[src/rtl/keypad_pkg.sv]
// keypad_pkg: key-code constants, digit check and entry FSM states shared by the keypad blocks
package keypad_pkg;
    localparam logic [3:0] KEY_ENTER = 4'hF;
    localparam logic [3:0] KEY_BACK  = 4'hE;
    localparam logic [3:0] KEY_CLEAR = 4'hD;

    typedef enum logic [1:0] {IDLE, COLLECT, PRESENT} entry_state_t;

    function automatic logic is_digit(input logic [3:0] k);
        return k <= 4'd9;
    endfunction
endpackage

[src/rtl/pin_entry_buffer_if.sv]
// pin_entry_buffer_if: key strobes in, completed code out over valid/ready
interface pin_entry_buffer_if #(parameter int MAX_DIGITS = 8);
    logic [3:0]              key_value;
    logic                    key_valid;
    logic                    code_ready;
    logic [4*MAX_DIGITS-1:0] code_digits;
    logic [3:0]              code_len;
    logic                    code_valid;
    logic                    entry_active;
    logic                    entry_timeout;
    logic                    entry_error;

    modport master (
        output key_value, key_valid, code_ready,
        input  code_digits, code_len, code_valid, entry_active, entry_timeout, entry_error
    );
    modport slave (
        input  key_value, key_valid, code_ready,
        output code_digits, code_len, code_valid, entry_active, entry_timeout, entry_error
    );
endinterface

[src/rtl/inactivity_timer.sv]
// inactivity_timer: counts idle enabled cycles and pulses expire on the TIMEOUT_CYCLES-th one
module inactivity_timer #(
    parameter int TIMEOUT_CYCLES = 5000
) (
    input  logic clk,
    input  logic reset,
    input  logic enable,
    input  logic restart,
    output logic expire
);
    localparam int W = $clog2(TIMEOUT_CYCLES);

    logic [W-1:0] cnt;

    // a restart in the expiry cycle suppresses the pulse
    assign expire = enable && !restart && cnt == W'(TIMEOUT_CYCLES - 1);

    always_ff @(posedge clk or posedge reset)
        if (reset) cnt <= '0;
        else       cnt <= (!enable || restart || expire) ? '0 : cnt + W'(1);
endmodule

[src/rtl/pin_entry_buffer.sv]
// pin_entry_buffer: assembles keypad digits into a PIN and hands it off on enter
module pin_entry_buffer
    import keypad_pkg::*;
#(
    parameter int MAX_DIGITS     = 8,
    parameter int MIN_DIGITS     = 4,
    parameter int TIMEOUT_CYCLES = 5000
) (
    input logic              clk,
    input logic              reset,
    pin_entry_buffer_if.slave bus
);
    localparam int BW = 4*MAX_DIGITS;

    entry_state_t state;
    logic         key_acc;
    logic         expire;

    // A-C are dead keys: they neither act nor count as activity
    assign key_acc = bus.key_valid && (is_digit(bus.key_value) || bus.key_value >= KEY_CLEAR);

    assign bus.code_valid   = state == PRESENT;
    assign bus.entry_active = state == COLLECT;

    inactivity_timer #(.TIMEOUT_CYCLES(TIMEOUT_CYCLES)) u_timer (
        .clk     (clk),
        .reset   (reset),
        .enable  (state == COLLECT),
        .restart (state == COLLECT && key_acc),
        .expire  (expire)
    );

    always_ff @(posedge clk or posedge reset) begin
        if (reset) begin
            state             <= IDLE;
            bus.code_digits   <= '0;
            bus.code_len      <= '0;
            bus.entry_error   <= 1'b0;
            bus.entry_timeout <= 1'b0;
        end else begin
            bus.entry_error   <= 1'b0;
            bus.entry_timeout <= 1'b0;
            unique case (state)
                IDLE:
                    if (key_acc && is_digit(bus.key_value)) begin
                        bus.code_digits <= BW'(bus.key_value);
                        bus.code_len    <= 4'd1;
                        state           <= COLLECT;
                    end else if (key_acc && bus.key_value == KEY_ENTER) begin
                        bus.entry_error <= 1'b1;
                    end
                COLLECT:
                    if (key_acc && is_digit(bus.key_value)) begin
                        if (bus.code_len < 4'(MAX_DIGITS)) begin
                            bus.code_digits <= (bus.code_digits << 4) | BW'(bus.key_value);
                            bus.code_len    <= bus.code_len + 4'd1;
                        end else begin
                            bus.entry_error <= 1'b1;
                        end
                    end else if (key_acc && bus.key_value == KEY_BACK) begin
                        bus.code_digits <= bus.code_digits >> 4;
                        bus.code_len    <= bus.code_len - 4'd1;
                        if (bus.code_len == 4'd1) state <= IDLE;
                    end else if (key_acc && bus.key_value == KEY_ENTER && bus.code_len >= 4'(MIN_DIGITS)) begin
                        state <= PRESENT;
                    end else if (key_acc || expire) begin
                        bus.entry_error   <= key_acc && bus.key_value == KEY_ENTER;
                        bus.entry_timeout <= !key_acc;
                        bus.code_digits   <= '0;
                        bus.code_len      <= '0;
                        state             <= IDLE;
                    end
                PRESENT:
                    if (bus.code_ready) begin
                        bus.code_digits <= '0;
                        bus.code_len    <= '0;
                        state           <= IDLE;
                    end
                default: state <= IDLE;
            endcase
        end
    end
endmodule

[src/flat_wrapper.sv]
// flat-port wrapper written by rule: the top's interface ports become plain ports
module pin_entry_buffer_flat import keypad_pkg::*;
#(
    parameter int MAX_DIGITS     = 8,
    parameter int MIN_DIGITS     = 4,
    parameter int TIMEOUT_CYCLES = 5000
)
  (clk, reset, bus_key_value, bus_key_valid, bus_code_ready, bus_code_digits, bus_code_len, bus_code_valid, bus_entry_active, bus_entry_timeout, bus_entry_error);
  pin_entry_buffer_if #(.MAX_DIGITS(MAX_DIGITS)) bus_i ();
  input logic clk;
  input logic reset;
  input wire logic [$bits(bus_i.key_value)-1:0] bus_key_value;
  input wire logic [$bits(bus_i.key_valid)-1:0] bus_key_valid;
  input wire logic [$bits(bus_i.code_ready)-1:0] bus_code_ready;
  output wire logic [$bits(bus_i.code_digits)-1:0] bus_code_digits;
  output wire logic [$bits(bus_i.code_len)-1:0] bus_code_len;
  output wire logic [$bits(bus_i.code_valid)-1:0] bus_code_valid;
  output wire logic [$bits(bus_i.entry_active)-1:0] bus_entry_active;
  output wire logic [$bits(bus_i.entry_timeout)-1:0] bus_entry_timeout;
  output wire logic [$bits(bus_i.entry_error)-1:0] bus_entry_error;
  assign bus_i.key_value = bus_key_value;
  assign bus_i.key_valid = bus_key_valid;
  assign bus_i.code_ready = bus_code_ready;
  assign bus_code_digits = bus_i.code_digits;
  assign bus_code_len = bus_i.code_len;
  assign bus_code_valid = bus_i.code_valid;
  assign bus_entry_active = bus_i.entry_active;
  assign bus_entry_timeout = bus_i.entry_timeout;
  assign bus_entry_error = bus_i.entry_error;
  pin_entry_buffer #(.MAX_DIGITS(MAX_DIGITS), .MIN_DIGITS(MIN_DIGITS), .TIMEOUT_CYCLES(TIMEOUT_CYCLES)) u_core (.clk(clk), .reset(reset), .bus(bus_i));
endmodule
[config.mk]
export PLATFORM = sky130hd
export DESIGN_NAME = pin_entry_buffer_flat
export DESIGN_NICKNAME = d
export VERILOG_FILES = /design/src/rtl/keypad_pkg.sv /design/src/rtl/pin_entry_buffer_if.sv /design/src/rtl/inactivity_timer.sv /design/src/rtl/pin_entry_buffer.sv /design/src/flat_wrapper.sv
export SDC_FILE = /design/constraint.sdc
export NUM_CORES = 1
export LEC_CHECK = 0
export CORE_MARGIN = 1
export CORE_UTILIZATION = 35
export DETAILED_ROUTE_END_ITERATION = 7
export GPL_TIMING_DRIVEN = 0
export HOLD_SLACK_MARGIN = 0.06
export PLACE_DENSITY = 0.61
export SLEW_MARGIN = 10
export SYNTH_ARGS = -nofsm -noshare
export SYNTH_HDL_FRONTEND = slang
export SYNTH_SLANG_ARGS = --single-unit
[constraint.sdc]
create_clock -name clk -period 2.6 [get_ports clk]
set_input_delay 0.26 -clock clk [delete_from_list [all_inputs] [get_ports clk]]
set_output_delay 0.26 -clock clk [all_outputs]
set_load 0.1 [all_outputs]
==> summary.txt, run 1 <==
Cells and area
  • Fillers: slightly below 800
  • Fin area: about 0.0037 mm2
  • Final net count: ~340
  • Commonest cells after routing, fill and taps aside: dfrtp_1, clkdlybuf4s50_1, nor2_1, mux2_4, a22oi_1
  • P&R area growth vs syn: 23.53%
  • Most common cell after layout, fill and taps aside: dfrtp_1
  • Finished Layout Cells: approximately 430
  • Layout cell share with drive strength beyond 1: approximately 18%
  • Antenna Cells: 0

Route
  • Total wire length: ~7 mm
  • Via count: 2,282
  • Drt pass-1 iters: 5
  • Antenna viol nets, final: 0
  • Drt wl/cell: between 15 and 20 um
  • Vias per cell: ~5.3
  • DR iter-0 viols: 80
  • # DRC: 0

Placement
  • Post-DP HPWL: 4.987 mm
  • Cell Area, Placed: approximately 0.0036 mm2
  • DP Cell Count: 426
  • I/O Buffers: 46
  • GPL Wtd Cong: a little under 0.8

CTS
  • Setup Fix Bufs, Post-CTS: 0
  • Resized cells post-CTS: 0
  • Num CTS Buffers: 5
  • Clk slew on worst S/H paths: approximately 100 ps
  • H-tree Lvls: 2
  • Root Buffer: clkbuf_8
  • Hold_buf cts: 0
  • TritonCTS clock tree: done
  • Clock Latency Late Sink: 310 ps
  • CTS Sinks: 53
  • Longest Clk Path Bufs: 2

Power
  • Power per cell area: 804.6 mW/mm2
  • Maximum VDD drop: 651.4 uV
  • Leakage: 1.647 nW

Synthesis
  • Share of the synthesized area in the top cell type: a little over two fifths
  • Post-Syn Nets: 290
  • Asr flop ratio synth: 100.0%
  • Number of synthesized flops with an enable pin: 0
  • Synth Cell Area: a little over 0.003 mm2
  • Syn Area/Cell: roughly 11 um2
  • Library cells used by synthesis: 40
  • Largest area contributor in the synthesized netlist: dfrtp_1
  • Mapped Cells: between 200 and 300
  • Register area share after synthesis: 43.84%
  • Top cells by area, synth: dfrtp_1, mux2_4, a22oi_1
  • Warnings, synthesis: 0
  • #FFs+latches synth: 53
  • Main flop type after synthesis: dfrtp_1

Floorplanning
  • Std-Cell Core Area: approximately 0.0083 mm2
  • IO Count: 48
  • Die width: 94.98 um
  • FP Rows: 33
  • Initial Utilization: a little over a third
  • Die height: between 90 and 100 um
  • Die Area: approximately 0.0090 mm2

STA
  • Worst slew pin tran: around 1000 ps
  • Post-route minimum period: 2415 ps
  • RSZ-0062 raised after global routing: false
  • Skew final: approximately 5 ps
  • Slew HR: between 30% and 40%
  • Fmax: 0.4140 GHz
  • Period utilization: 92.90%
  • # setup viols final: 0
  • Final hold vios: 0
  • Fin. max-slew vios: 0

Setup path
  • FF-to-FF path depth: 8
  • Critical path class: flop to output port
  • Worst EP arrival: 2160 ps
  • R2r setup slk: ~250 ps
  • Crit path cell chain: inv_1 -> ha_1 -> clkdlybuf4s50_1
  • Worst EP required: 2340 ps
  • Crit path largest cell delay: 1140 ps
  • Crit path max fanout: 4
  • Critical R2R Launch: u_core.state[1]
  • Crit start category: flop
  • RR Endpoint: u_core.state[1]
  • Critical path's slowest cell: clkdlybuf4s50_1
  • Critical Path Sink Type: output port

Min path
  • Hold Crit Class: input pin to asynchronous set/reset pin

Global route
  • Initial antenna violation count: 0
  • Global-route wire length before repair: approximately 11 mm
  • Total grt overflow: 0
  • Total GRT Usage: between 15 and 20%
  • Vias in the first global route: approximately 2,200
  • Largest net degree at the start of global routing: 37

Run
  • Max_cap viols: 0

Run status
  • Outcome: completed
-- per-layer routing --
layer | vias up | share of wire [%] | GRT usage [%]
met3 | 9 | 4.8 | 3.301
met5 | - | 0 | 0
met4 | 0 | 1.5 | 5.303
met2 | 60 | 46 | 25.24
li1 | 1084 | - | -
met1 | 1129 | 48 | 23.80
-- sequential cells by signal, summed over array words and instances (netlist names) --
name,flops
u_core.state,2
u_core.bus.entry_error,1
u_core.bus.code_len,4
u_core.bus.entry_timeout,1
u_core.bus.code_digits,32
u_core.u_timer.cnt,13
-- power breakdown --
part	switching, mW	leakage [nW]	internal [mW]
registers	0.0841	0.729	0.894
clock network	0.307	0.0423	0.197
logic	0.988	0.876	0.537
-- metrics by stage --
stage	util [%]	power (mW)	setup TNS (ps)	hold slack, ps	worst slack [ps]
2_1_floorplan	-	2.185	0	424.5	134.4
3_3_place_gp	43.62	2.509	-3216	437.2	-51.80
3_5_place_dp	43.86	2.524	-685.2	445.2	-45.31
4_1_cts	45.00	3.031	0	246.6	49.43
5_1_grt	45.03	3.154	0	262.2	82.55
6_report	45.03	3.007	0	238.0	184.6
-- how the worst max path moves through the flow --
| stage | to | start | depth (start not counted) |
|---|---|---|---|
| after floorplan | u_core.bus.code_len[0] | u_core.state[0] | 8 |
| after CTS | bus_entry_active | u_core.state[1] | 3 |
| after global placement | u_core.bus.code_digits[9] | reset | 2 |
| final | bus_code_valid | u_core.state[0] | 3 |
| after detailed placement | u_core.bus.code_digits[26] | bus_key_value[1] | 8 |
| after global routing | bus_code_valid | u_core.state[0] | 3 |
-- worst max-delay path, delay by kind of cell, from the launching register on --
kind | cells | cell delay (ps)
adders and majority gates | 1 | 190
DFF | 1 | 430
buffers and inverters | 2 | 1230
-- synthesized netlist by cell type (2+ instances only) --
| library cell | instances |
|---|---|
| nor2_1 | 42 |
| nand2b_1 | 2 |
| mux2_4 | 27 |
| dfrtp_1 | 53 |
| nand4_1 | 6 |
| nand3_1 | 10 |
| xnor2_1 | 3 |
| a22oi_1 | 23 |
| clkbuf_1 | 9 |
| o221ai_1 | 2 |
| and2_1 | 2 |
| a32o_1 | 4 |
| mux2_2 | 9 |
| nor4b_1 | 2 |
| a21oi_1 | 2 |
| ha_1 | 8 |
| nand2_1 | 14 |
| nor3_1 | 4 |
| xor2_1 | 8 |
| mux2i_1 | 3 |
| buf_12 | 4 |
| nor2b_1 | 4 |
| inv_1 | 11 |
| and3_1 | 6 |
-- area by class of cell --
cell class                 count  area, um2  share of cell area (%)
buffer                        15      123.9                   3.314
clock buffer                   5      68.82                   1.841
clock inverter                 3      26.28                  0.7030
inverter                      11      41.29                   1.105
multi-input combinational    195       1536                   41.11
sequential                    53       1326                   35.49
tap                          105      131.4                   3.515
timing repair buffer          47      483.0                   12.92
-- kinds of logic after synthesis --
logic type / Yosys count / synth area share [%]
buffers and inverters: 26 / 5.459
multiplexers: 39 / 17.74
adder cells (fa/ha/maj): 8 / 3.309
AND/OR/NAND/NOR: 99 / 16.42
AO/OA/AOI/OAI: 38 / 10.05
flip-flops: 53 / 43.84
XOR/XNOR: 11 / 3.185
Power figures use the tool's default switching activity.
==> run 2: changes to the inputs <==
SKIP_CTS_REPAIR_TIMING = 1   (was not set)
clock period = 2.71 ns   (was 2.6 ns; I/O delays follow)
==> run 2 against run 1 <==
Via count is 0.13% lower. Power down 4.0%. Sequential power decreased by 4.1%. Design area about the same. Worst hold slack improved by 12 ps. Critical path depth is the same. Register-to-register slack improved by 110 ps. Global-route usage unchanged. Sequential cell count did not move. First-iteration DRC count is 1.3% lower. Critical path type unchanged. Critical endpoint is now bus_entry_active. Largest cell class unchanged. Largest power group unchanged.
==> summary.txt, run 2 (synthesis gave the netlist of run 1 again) <==
Run status
  • Outcome: completed (unchanged)

Cells and area
  • Commonest cells after routing, fill and taps aside: dfrtp_1, clkdlybuf4s50_1, nor2_1, mux2_4, a22oi_1 (unchanged)
  • Final core occ: 45.00% (was 45.03%)
  • Finished Layout Cells: 434 (unchanged)
  • Largest registers: u_core.bus.code_digits x32, u_core.u_timer.cnt x13, u_core.bus.code_len x4 (unchanged)
  • Most common cell after layout, fill and taps aside: dfrtp_1 (unchanged)
  • Fin area: 0.003735 mm2 (was 0.003737 mm2)
  • Max FFs per register: 32 (unchanged)
  • P&R area growth vs syn: 23.45% (was 23.53%)
  • Antenna Cells: 0 (unchanged)
  • Layout cell share with drive strength beyond 1: 17.93% (unchanged)
  • Largest register by flop count: u_core.bus.code_digits (unchanged)
  • Final net count: 344 (unchanged)

Setup path
  • FF-to-FF path depth: 8 (unchanged)
  • Crit path to: bus_entry_active (was bus_code_valid)
  • Critical path's slowest cell: clkdlybuf4s50_1 (unchanged)
  • Crit start category: flop (unchanged)
  • Family with the most delay on the worst path: buffers and inverters (unchanged)
  • Crit path launch: u_core.state[1] (was u_core.state[0])
  • Crit path largest cell delay: 1160 ps (was 1140 ps)
  • Critical Path Sink Type: output port (unchanged)
  • Worst EP required: 2440 ps (was 2340 ps)
  • Critical R2R Launch: u_core.state[1] (unchanged)
  • Critical path class: flop to output port (unchanged)
  • RR Endpoint: u_core.state[1] (unchanged)
  • Buf/Inv on CP: 2 (unchanged)
  • Worst EP arrival: 2270 ps (was 2160 ps)
  • Crit path cell chain: inv_1 -> ha_2 -> clkdlybuf4s50_1 (was inv_1 -> ha_1 -> clkdlybuf4s50_1)
  • Crit path max fanout: 8 (was 4)
  • Stages on worst setup path: 3 (unchanged)
  • R2r setup slk: 360 ps (was 250 ps)

CTS
  • CTS Sinks: 53 (unchanged)
  • Longest Clk Path Bufs: 2 (unchanged)
  • TritonCTS clock tree: done (unchanged)
  • Clock Latency Late Sink: 310 ps (about the same)
  • Clk slew on worst S/H paths: 100 ps (about the same)
  • H-tree Lvls: 2 (unchanged)
  • Num CTS Buffers: 5 (unchanged)
  • Root Buffer: clkbuf_8 (unchanged)

Placement
  • Cell Area, Placed: 0.003640 mm2 (unchanged)
  • GPL Wtd Cong: 0.7875 (unchanged)
  • Post-DP HPWL: 4.987 mm (unchanged)
  • I/O Buffers: 46 (unchanged)
  • DP Cell Count: 426 (unchanged)

STA
  • Final hold vios: 0 (unchanged)
  • Period utilization: about 94%
  • RSZ-0062 raised after global routing: false (unchanged)
  • Setup TNS Final: 0 ps (unchanged)
  • Post-route minimum period: approximately 2500 ps
  • Fin. max-slew vios: 0 (unchanged)
  • Fmax: roughly 0.4 GHz
  • Skew final: 5.245 ps (was 5.043 ps)
  • # setup viols final: 0 (unchanged)
  • Slew HR: 33.98% (unchanged)
  • Worst slew pin tran: 987.2 ps (unchanged)

Floorplanning
  • IO Count: 48 (unchanged)
  • Die Area: 0.009020 mm2 (unchanged)
  • Die height: 94.98 um (unchanged)
  • FP Rows: 33 (unchanged)
  • Initial Utilization: 36.45% (unchanged)
  • Std-Cell Core Area: 0.008299 mm2 (unchanged)
  • Die width: 94.98 um (unchanged)

Route
  • Antenna viol nets, final: 0 (unchanged)
  • Via count: 2,279 (was 2,282)
  • Drt wl/cell: 16.35 um (was 16.37 um)
  • # DRC: 0 (unchanged)
  • Vias per cell: 5.251 (was 5.258)
  • Total wire length: 7.095 mm (was 7.103 mm)
  • Drt pass-1 iters: 5 (unchanged)
  • DR iter-0 viols: 79 (was 80)

Global route
  • Vias in the first global route: 2,199 (unchanged)
  • Total grt overflow: 0 (unchanged)
  • Total GRT Usage: 16.68% (unchanged)
  • Initial antenna violation count: 0 (unchanged)
  • Global-route wire length before repair: 11.44 mm (unchanged)
  • Largest net degree at the start of global routing: 37 (unchanged)

Run
  • Max_cap viols: 0 (unchanged)

Power
  • Maximum VDD drop: 625.1 uV (was 651.4 uV)
  • Leakage: 1.638 nW (was 1.647 nW)
  • Total power: 2.886 mW (was 3.007 mW)
  • Power per cell area: 772.8 mW/mm2 (was 804.6 mW/mm2)

Min path
  • Hold Crit Class: input pin to asynchronous set/reset pin (unchanged)
run 2: cell types whose count changed in the layout (fill, tap and decap cells not counted):
cell / delta
dlymetal6s2s_1: -1
clkdlybuf4s50_1: +1
run 2: how the worst min path moves through the flow:
stage / to / slack, ps / startpoint
floorplan: u_core.u_timer.cnt[0] / 420 / u_core.u_timer.cnt[0]
global placement: u_core.u_timer.cnt[0] / 440 / u_core.u_timer.cnt[0]
detailed placement: u_core.u_timer.cnt[0] / 450 / u_core.u_timer.cnt[0]
CTS: u_core.u_timer.cnt[0] / 260 / reset
global route: u_core.u_timer.cnt[7] / 270 / reset
finish: u_core.bus.code_digits[26] / 250 / reset
run 2: routing by layer:
layer / routed length [um] / track usage (%)
met2: 3230 / 25.24
met1: 3419 / 23.80
met3: 338 / 3.301
met4: 106 / 5.303
met5: 0 / 0
run 2: cell type report:
| class | instances | area, um2 |
|---|---|---|
| inverters | 11 | 41.29 |
| fillers | 788 | 4564 |
| repair buffers | 47 | 480.5 |
| clock inverters | 3 | 26.28 |
| clock buffers | 5 | 68.82 |
| well taps | 105 | 131.4 |
| multi-input cells | 195 | 1536 |
| flip-flops and latches | 53 | 1326 |
| plain buffers | 15 | 123.9 |
run 2: report_power, final:
group | switching, mW | total (mW) | internal (mW) | leakage [nW]
Sequential | 0.0807 | 0.938 | 0.858 | 0.729
Clock | 0.295 | 0.483 | 0.189 | 0.0423
Combinational | 0.948 | 1.46 | 0.516 | 0.866
Total | 1.32 | 2.89 | 1.56 | 1.64
run 2: stage by stage:
step	hold slack, ps	setup WS, ps
4_1_cts	257.6	148.4
2_1_floorplan	424.5	244.4
3_5_place_dp	445.2	53.69
5_1_grt	273.2	68.15
6_report	249.6	166.1
3_3_place_gp	437.2	47.20
